==> src/rtl/weakbus_pkg.sv <==
// Shared definitions for the weakcore memory bus arbiter: bus field widths,
// FSM state encodings and a packed view of one master's request bundle.
package weakbus_pkg;

    localparam int ADDR_W = 32;
    localparam int DATA_W = 32;
    localparam int MASK_W = 4;

    localparam logic [1:0] ST_IDLE = 2'd0;
    localparam logic [1:0] ST_GNT0 = 2'd1;
    localparam logic [1:0] ST_GNT1 = 2'd2;

    typedef struct packed {
        logic              req;
        logic [ADDR_W-1:0] addr;
        logic              wr;
        logic [MASK_W-1:0] wr_mask;
        logic [DATA_W-1:0] data;
    } bus_req_t;

    // One-hot owner vector for a given FSM state; 00 when nobody owns the bus.
    function automatic logic [1:0] state_to_grant(input logic [1:0] st);
        logic [1:0] g;
        g = 2'b00;
        if (st == ST_GNT0) g = 2'b01;
        if (st == ST_GNT1) g = 2'b10;
        return g;
    endfunction

endpackage

==> src/rtl/weakbus_rr_pick.sv <==
// Two-way round-robin picker. On a tie the master that did not finish the
// previous transaction wins; a lone requester always wins.
module weakbus_rr_pick (
    input  logic [1:0] req,
    input  logic       last,
    output logic [1:0] pick
);

    // Combinational one-hot winner selection from the request pair and history.
    always_comb begin
        pick = 2'b00;
        case (req)
            2'b01:   pick = 2'b01;
            2'b10:   pick = 2'b10;
            2'b11:   pick = last ? 2'b01 : 2'b10;
            default: pick = 2'b00;
        endcase
    end

endmodule

==> src/rtl/weakbus_arbiter.sv <==
// Two-master, one-slave arbiter for the weakcore memory bus. Grants are
// round-robin and held until the slave acks; a watchdog aborts any
// transaction that waits too long so neither master can deadlock the bus.
module weakbus_arbiter
    import weakbus_pkg::*;
#(
    parameter int TIMEOUT = 255,
    parameter int TO_W    = 16
) (
    input  logic              clk,
    input  logic              rst,

    input  logic              m0_req,
    input  logic [ADDR_W-1:0] m0_addr,
    input  logic              m0_wr,
    input  logic [MASK_W-1:0] m0_wr_mask,
    input  logic [DATA_W-1:0] m0_out,
    output logic [DATA_W-1:0] m0_in,
    output logic              m0_ack,
    output logic              m0_err,

    input  logic              m1_req,
    input  logic [ADDR_W-1:0] m1_addr,
    input  logic              m1_wr,
    input  logic [MASK_W-1:0] m1_wr_mask,
    input  logic [DATA_W-1:0] m1_out,
    output logic [DATA_W-1:0] m1_in,
    output logic              m1_ack,
    output logic              m1_err,

    output logic              s_req,
    output logic [ADDR_W-1:0] s_addr,
    output logic              s_wr,
    output logic [MASK_W-1:0] s_wr_mask,
    output logic [DATA_W-1:0] s_out,
    input  logic [DATA_W-1:0] s_in,
    input  logic              s_ack,

    output logic [1:0]        grant,
    output logic              busy
);

    localparam logic [TO_W-1:0] TO_LAST = TO_W'(TIMEOUT - 1);

    logic [1:0]      state;
    logic [1:0]      state_nxt;
    logic            last;
    logic            last_nxt;
    logic [TO_W-1:0] cnt;

    bus_req_t        m0_bus;
    bus_req_t        m1_bus;
    bus_req_t        sel;
    logic [1:0]      pick;
    logic            wd_hit;
    logic            done;
    logic            expired;
    logic            finish;

    assign m0_bus = '{req: m0_req, addr: m0_addr, wr: m0_wr, wr_mask: m0_wr_mask, data: m0_out};
    assign m1_bus = '{req: m1_req, addr: m1_addr, wr: m1_wr, wr_mask: m1_wr_mask, data: m1_out};

    weakbus_rr_pick u_pick (
        .req  ({m1_req, m0_req}),
        .last (last),
        .pick (pick)
    );

    // Route the owning master's request bundle; nothing is forwarded in IDLE.
    always_comb begin
        sel = '0;
        if (state == ST_GNT0) sel = m0_bus;
        if (state == ST_GNT1) sel = m1_bus;
    end

    // The watchdog limit depends only on the counter, so s_req never has a
    // combinational path from s_ack; a late s_ack still wins over the abort.
    assign wd_hit  = (state != ST_IDLE) && (cnt == TO_LAST);
    assign done    = sel.req && s_ack;
    assign expired = sel.req && wd_hit && !s_ack;
    assign finish  = done || expired;

    assign s_req     = sel.req && !wd_hit;
    assign s_addr    = sel.req ? sel.addr    : '0;
    assign s_wr      = sel.req ? sel.wr      : 1'b0;
    assign s_wr_mask = sel.req ? sel.wr_mask : '0;
    assign s_out     = sel.req ? sel.data    : '0;

    assign m0_ack = (state == ST_GNT0) && finish;
    assign m0_err = (state == ST_GNT0) && expired;
    assign m0_in  = ((state == ST_GNT0) && done) ? s_in : '0;
    assign m1_ack = (state == ST_GNT1) && finish;
    assign m1_err = (state == ST_GNT1) && expired;
    assign m1_in  = ((state == ST_GNT1) && done) ? s_in : '0;

    assign grant = state_to_grant(state);
    assign busy  = (state != ST_IDLE);

    // Next owner and round-robin history; a dropped request leaves history alone.
    always_comb begin
        state_nxt = state;
        last_nxt  = last;
        case (state)
            ST_IDLE: begin
                if (pick[0])      state_nxt = ST_GNT0;
                else if (pick[1]) state_nxt = ST_GNT1;
            end
            ST_GNT0, ST_GNT1: begin
                if (!sel.req) begin
                    state_nxt = ST_IDLE;
                end else if (finish) begin
                    state_nxt = ST_IDLE;
                    last_nxt  = (state == ST_GNT1);
                end
            end
            default: state_nxt = ST_IDLE;
        endcase
    end

    // FSM and history registers; last resets to 1 so master 0 wins the first tie.
    always_ff @(posedge clk or negedge rst) begin
        if (!rst) begin
            state <= ST_IDLE;
            last  <= 1'b1;
        end else begin
            state <= state_nxt;
            last  <= last_nxt;
        end
    end

    // Watchdog counter: held at zero in IDLE so each grant starts counting from 0.
    always_ff @(posedge clk or negedge rst) begin
        if (!rst) begin
            cnt <= '0;
        end else if (state == ST_IDLE) begin
            cnt <= '0;
        end else if (!s_ack) begin
            cnt <= cnt + TO_W'(1);
        end
    end

endmodule

==> config.mk <==
export PLATFORM = sky130hd
export DESIGN_NAME = weakbus_arbiter
export DESIGN_NICKNAME = d
export VERILOG_FILES = /design/src/rtl/weakbus_pkg.sv /design/src/rtl/weakbus_rr_pick.sv /design/src/rtl/weakbus_arbiter.sv
export SDC_FILE = /design/constraint.sdc
export NUM_CORES = 1
export LEC_CHECK = 0
export CORE_AREA = 2 2 124 126
export DETAILED_ROUTE_END_ITERATION = 6
export DIE_AREA = 0 0 126 128
export PLACE_DENSITY = 0.69
export SKIP_CTS_REPAIR_TIMING = 1
export SLEW_MARGIN = 5
export SYNTH_ARGS = -nofsm -noshare
export SYNTH_HDL_FRONTEND = slang
export SYNTH_HIERARCHICAL = 1
export SYNTH_SLANG_ARGS = --single-unit
==> constraint.sdc <==
create_clock -name clk -period 2.4 [get_ports clk]
set_input_delay 0.36 -clock clk [delete_from_list [all_inputs] [get_ports clk]]
set_output_delay 0.36 -clock clk [all_outputs]
set_load 0.01 [all_outputs]
# Word-level counts from Yosys, hierarchy flattened

Index checks and enable logic that the tools add are counted.
W data, S select, Z words.

Output and inout bits: 141
Logic and storage cells: 51
Input bits: 175
Register bits after elaboration: 19

Reductions and logical operators: 19
Equal/unequal tests: 9
$add $sub $neg: 1
Multiplexer cells: 19

Operator list:

| kind                    | number |
|---|---|
| $mux W70                | 2 |
| $mux W32                | 4 |
| $mux W16                | 2 |
| $add A16 B1 Y16 const B | 1 |
| $eq A16 B8 Y1 const B   | 1 |
| $mux W2                 | 6 |
| $logic_and A1 B1 Y1     | 11 |
| $eq A2 B2 Y1 const B    | 3 |
| $ne A3 B3 Y1 const B    | 2 |
| $pmux W2 S3             | 1 |
| $eq A2 B1 Y1 const B    | 2 |
| $mux W4                 | 1 |
| $pmux W2 S2             | 1 |
| $reduce_and A3 Y1       | 1 |
| $logic_not A1 Y1        | 2 |
| $logic_not A2 Y1        | 1 |
| $mux W1                 | 2 |
| $ne A2 B1 Y1 const B    | 1 |
| $reduce_and A2 Y1       | 1 |
| $reduce_bool A2 Y1      | 1 |
| $reduce_or A2 Y1        | 1 |
| $logic_or A1 B1 Y1      | 1 |

# Depth between registers and ports, before layout

Word-level depth: 9
Gate-level depth with buffers: 9
Gate-level depth less buffers: 6

# Modules after synthesis

Netlist, hierarchy kept.

Modules (own cells, without submodules):

| module          | cells each | area an instance (um2) | sequential area each (um2) | times used |
|---|---|---|---|---|
| weakbus_arbiter | 361        | 2467.4                 | 476.7                      | 1 |
| weakbus_rr_pick | 3          | 18.8                   | 0.0                        | 1 |

# Worst setup path before layout

Ideal clock, no wire load.

Kind: reg-to-output
From: register state[0]
To: output s_out[21]
Path buffers: 4
Arrival time: 2036 ps
Setup slack: 4 ps
Cell stages (with the launch flop): 10
Required time: 2040 ps
Cell sequence: dfrtp_1 -> inv_1 -> ha_1 -> clkbuf_1 -> nor2b_1 -> clkbuf_1 -> clkbuf_1 -> buf_1 -> a22oi_1 -> nor2_1

Word-level cells in the longest chain between the ends: 4
Elaborated cells on any way between the ends: 5
Classes of those cells: 2 x eq/ne; 3 x mux

RTL lines:

| what                   | line                   | source |
|---|---|---|
| from (decl)            | weakbus_arbiter.sv:45  | `logic [1:0] state;` |
| from (signal assigned) | weakbus_arbiter.sv:126 | `state <= state_nxt;` |
| $eq A2 B1 Y1           | weakbus_arbiter.sv:72  | `if (state == ST_GNT0) sel = m0_bus;` |
| $mux W70               | weakbus_arbiter.sv:72  |  |
| $mux W70 *             | weakbus_arbiter.sv:73  | `if (state == ST_GNT1) sel = m1_bus;` |
| $mux W32 *             | weakbus_arbiter.sv:87  | `assign s_out = sel.req ? sel.data : '0;` |
| to (decl)              | weakbus_arbiter.sv:35  | `output logic [DATA_W-1:0] s_out,` |

Every way passes the cells marked *; elsewhere a longest branch is shown, timed or not.

# Final worst setup path

From: register state[1]
To: output m0_in[19]

Word-level cells in the longest chain between the ends: 6
Elaborated cells on any way between the ends: 7
Classes of those cells: 2 x eq/ne; 3 x mux; 2 x reduce/logical

RTL lines:

| what                  | line                                         | source |
|---|---|---|
| $eq A2 B1 Y1          | weakbus_arbiter.sv:72, weakbus_arbiter.sv:91 |  |
| $mux W70              | weakbus_arbiter.sv:72                        |  |
| $mux W70              | weakbus_arbiter.sv:73                        |  |
| $logic_and A1 B1 Y1   | weakbus_arbiter.sv:79                        | `assign done = sel.req && s_ack;` |
| $logic_and A1 B1 Y1 * | weakbus_arbiter.sv:91                        | `assign m0_in = ((state == ST_GNT0) && done) ? s_in : '0;` |
| $mux W32 *            | weakbus_arbiter.sv:91                        |  |
| to (decl)             | weakbus_arbiter.sv:18                        | `output logic [DATA_W-1:0] m0_in,` |

Marks and branches as above.

==> results by stage <==
Clock network:
- The clock latency reported for the late side of the worst-skew pair is 0.26 ns.
- The deepest clock path buffer count is 2.
- The sink count of the clock tree is 19.
- The buffer cell driving the clock tree root is sky130_fd_sc_hd__clkbuf_16.
- In this run the number of H-tree levels came out at 1.
- The CTS tree is built.
- The TritonCTS buffer count is 3.
- The clock-pin slew on the worst setup and hold paths is 0.06 ns.

Power:
- The static leakage power is between 4 and 5 nW.
- The power per unit of standard cell area is about 530 nW/um^2.
- The overall power consumption is 3.55 mW.
- IR analysis of the VDD net gives a maximum drop of 0.299 mV.

Route:
- The first detailed-routing pass took 5 iterations.
- Using the TritonRoute via totals, the vias-per-cell ratio works out to around 4.6.
- For this block, the initial DRC count from the detailed router was 270.
- The routed layout has roughly 4100 vias.
- For this run, design rule violations remaining after detail routing come to 0.
- The number of routed nets with antenna violations is 0.
- The post-detailed-route wirelength per cell is 16.8 um.
- The routed design has 14800 um of wire.

Floorplanning:
- The die height is ~130 um.
- The floorplan die width is 126 um.
- For this configuration, the core starts out at a cell density of 16.7%.
- The placeable core area is 14900 um^2.
- The die covers 16100 um^2.
- The I/O pin count is 316.
- The floorplan has 45 rows.

Finish:
- The final net count is 877.
- The post-route cell area is ~6700 um^2.
- Leaving out fill and tap cells, the most frequent cell in the layout is sky130_fd_sc_hd__clkdlybuf4s50_1.
- The multi-input combinational cells in the finished layout cover a total of 1950 um^2.
- Registers take 477 um^2.
- Leaving out fill and tap cells, the most frequent cells in the layout are sky130_fd_sc_hd__clkdlybuf4s50_1 (177), sky130_fd_sc_hd__dlymetal6s2s_1 (122), sky130_fd_sc_hd__nor2_1 (80), sky130_fd_sc_hd__a22oi_1 (69), sky130_fd_sc_hd__and2_1 (64).
- The repair_antennas step left the layout with diodes totalling 0.
- The count of filler cells inserted in the layout is 1450.
- Cells with a size suffix above 1 make up 12.9% of the layout.
- The count of cells in the finished layout, fillers not included, comes to ~880.
- The area growth from synthesis to layout is 168%.

Setup path:
- Measured in cells, the most critical reg-to-reg path has a length of 7.
- The reg2reg setup slack is 0.14 ns.
- The startpoint class of the critical path is a flip-flop.
- For this run, the slowest stage of the critical path takes 0.41 ns.
- Walking the worst path, the cells encountered are inv_2 > ha_4 > nand2_1 > o21ai_2 > and3_4 > buf_4 > clkbuf_16 > and2_1 > dlymetal6s2s_1.
- The sort of element at the end of the critical path is an output port.
- The startpoint identified for the worst register-to-register timing path is state[1].
- The maximum net fanout on the critical path is 16.
- In this design, the largest share of critical-path delay is due to buffers and inverters.
- The critical setup path kind is flip-flop to output port.
- The worst register-to-register path ends at cnt[15].
- At the worst endpoint, the arrival time is 1.97 ns.
- The standard cell with the maximum stage delay on the critical path is sky130_fd_sc_hd__dfrtp_1.
- Together, buffers and inverters on the worst path number 4.
- The worst endpoint required time is 2.04 ns.

Job:
- The tool flagged a number of max-cap violations equal to 0.

Status:
- The flow ran to the end, and the final reports show no timing, DRC or antenna violations.

Yosys:
- During synthesis, Yosys emitted a total of 6 warnings.
- Among all flip-flop cells after synthesis, the most frequent one is sky130_fd_sc_hd__dfrtp_1.
- The share of the synthesized area in the top cell type is about a fifth.
- The number of instances in the synthesized netlist is 364.
- The cell taking the most area after synthesis is sky130_fd_sc_hd__a22oi_1.
- Counting flops and latches in the post-synthesis netlist gives 19.
- The average size of a mapped cell is 6.83 um^2.
- When the netlist entered floorplanning its net count stood at 545.
- The number of synthesized flops with an enable pin is 0.
- The share of flip-flops with an asynchronous set or reset is 100%.
- The mapped netlist covers approximately 2500 um^2.
- By area the synthesized netlist is led by sky130_fd_sc_hd__a22oi_1 (21%), sky130_fd_sc_hd__dfrtp_1 (18%), sky130_fd_sc_hd__and2_1 (16%).
- Sequential elements use 19.2% of the synthesized area.
- In this run, distinct cell masters in the synthesized netlist total 42.

STA:
- Setup violations remaining at the end of the flow were counted as 0.
- The time the worst path needs with I/O delays and setup is approximately 2.3 ns.
- The worst setup slack after layout is 0.0655 ns.
- The number of hold-slack violations in the final timing report came to 0.
- At the pin with the least slew margin, the transition time is between 0.4 and 0.5 ns.
- The number of max-slew violations in the final report is 0.
- The largest clock skew in the final design is 0.00516 ns.
- The worst slew slack as a fraction of its limit is between 60% and 70%.
- The upper clock frequency limit is 428 MHz.
- The ratio of final minimum period to clock period is between 90% and 100%.

Global route:
- The number of global-route vias before repair is 3738.
- The wire length of the first global-routing pass is 20700 um.
- The number of antenna violations at the first check in global routing is 0.
- Global routing used 15.8% of the available tracks.
- The global-route congestion overflow total is 0.
- The largest net degree at the start of global routing is 55.

Placed design:
- The placed instance count is between 800 and 900.
- The placed instances occupy a cell area of 6130 um^2.
- Summed over all nets, the half-perimeter wirelength after detailed placement is between 10000 and 15000 um.
- Timing analysis after detailed placement gives a worst setup slack of -0.185 ns.
- Routability-driven placement finished with a final weighted congestion of 0.874.
- The count of buffers from port buffering is 315.

Worst hold path:
- The class of the tightest hold or removal check is input port to asynchronous set/reset pin.
## worst max-delay path by stage
| stage | from | endpoint | slack (ns) | depth (start not counted) |
|---|---|---|---|---|
| after floorplan | state[0] | s_out[21] | 0.004 | 9 |
| after global placement | m0_req | s_out[13] | -0.19 | 6 |
| after detailed placement | m0_req | m0_in[0] | -0.19 | 7 |
| after CTS | state[0] | s_out[13] | -0.37 | 7 |
| after global routing | state[1] | m0_in[19] | -0.03 | 9 |
| final | state[1] | m0_in[19] | 0.07 | 9 |
## kinds of logic (layout without fill, tap and decap cells)
family / count (synthesis) / count (layout) / synth area share [%]
buf+inv: 42 / 373 / 6.39
fa+ha+maj: 6 / 6 / 3.02
mux: 1 / 1 / 0.453
compound gates: 94 / 94 / 27.4
simple gates: 194 / 194 / 40.7
flops: 19 / 19 / 19.2
xor+xnor: 8 / 8 / 2.82
## area by class of cell
cell class | count | share of cell area [%]
timing repair buffer | 362 | 58.4
sequential | 19 | 7.15
clock buffer | 3 | 1.13
clock inverter | 1 | 0.113
tap | 188 | 3.53
inverter | 7 | 0.394
multi-input combinational | 303 | 29.3
## worst reg2reg max path, stage by stage, from the launching register on
cell and delay [ns]:
sky130_fd_sc_hd__dfrtp_1 0.41, sky130_fd_sc_hd__inv_2 0.12, sky130_fd_sc_hd__ha_1 0.24, sky130_fd_sc_hd__buf_4 0.26, sky130_fd_sc_hd__nor2b_1 0.12, sky130_fd_sc_hd__or3_1 0.49
sky130_fd_sc_hd__o311ai_1 0.36, sky130_fd_sc_hd__o41ai_1 0.13
## synth_stat cells (all sizes together) (2+ instances only)
cell / count
xor2: 5
clkbuf: 33
buf: 2
and2: 64
nand2: 9
or3: 7
o31ai: 2
nor2b: 2
dfrtp: 18
nand4: 5
nand4b: 2
xnor2: 3
nor3: 2
ha: 6
nor2: 82
o21ai: 6
or4: 3
a21boi: 2
o311ai: 2
a21oi: 7
o41ai: 2
inv: 7
nor4: 5
and3: 3
or2: 2
a41oi: 2
a22oi: 69
## power breakdown
part	leakage (nW)	internal, mW	switching [mW]
clock network	0.0371	0.225	0.126
registers	0.259	0.358	0.0373
logic	4.28	1.45	1.36
total	4.58	2.03	1.53
## registers in the layout, summed over array words and instances, names as in the netlist
| register | flops |
|---|---|
| state | 2 |
| last | 1 |
| cnt | 16 |
## metrics by stage
stage          util [%]  setup TNS, ns  hold slack, ns
3_5_place_dp       41.2         -11.46           0.595
6_report           44.9              0           0.433
2_1_floorplan         -              0          0.0644
5_1_grt            44.9         -0.273           0.450
3_3_place_gp       41.2          -8.60           0.579
4_1_cts            41.8         -38.22           0.437
## layer usage
layer,up-vias,wire length [um],global-route usage (%)
li1,1958,-,-
met1,1859,6070,20.8
met3,17,1230,4.09
met4,0,200,1.94
met5,-,0,0
met2,218,7340,26.9
No activity file was read; power rests on OpenSTA's default activity.
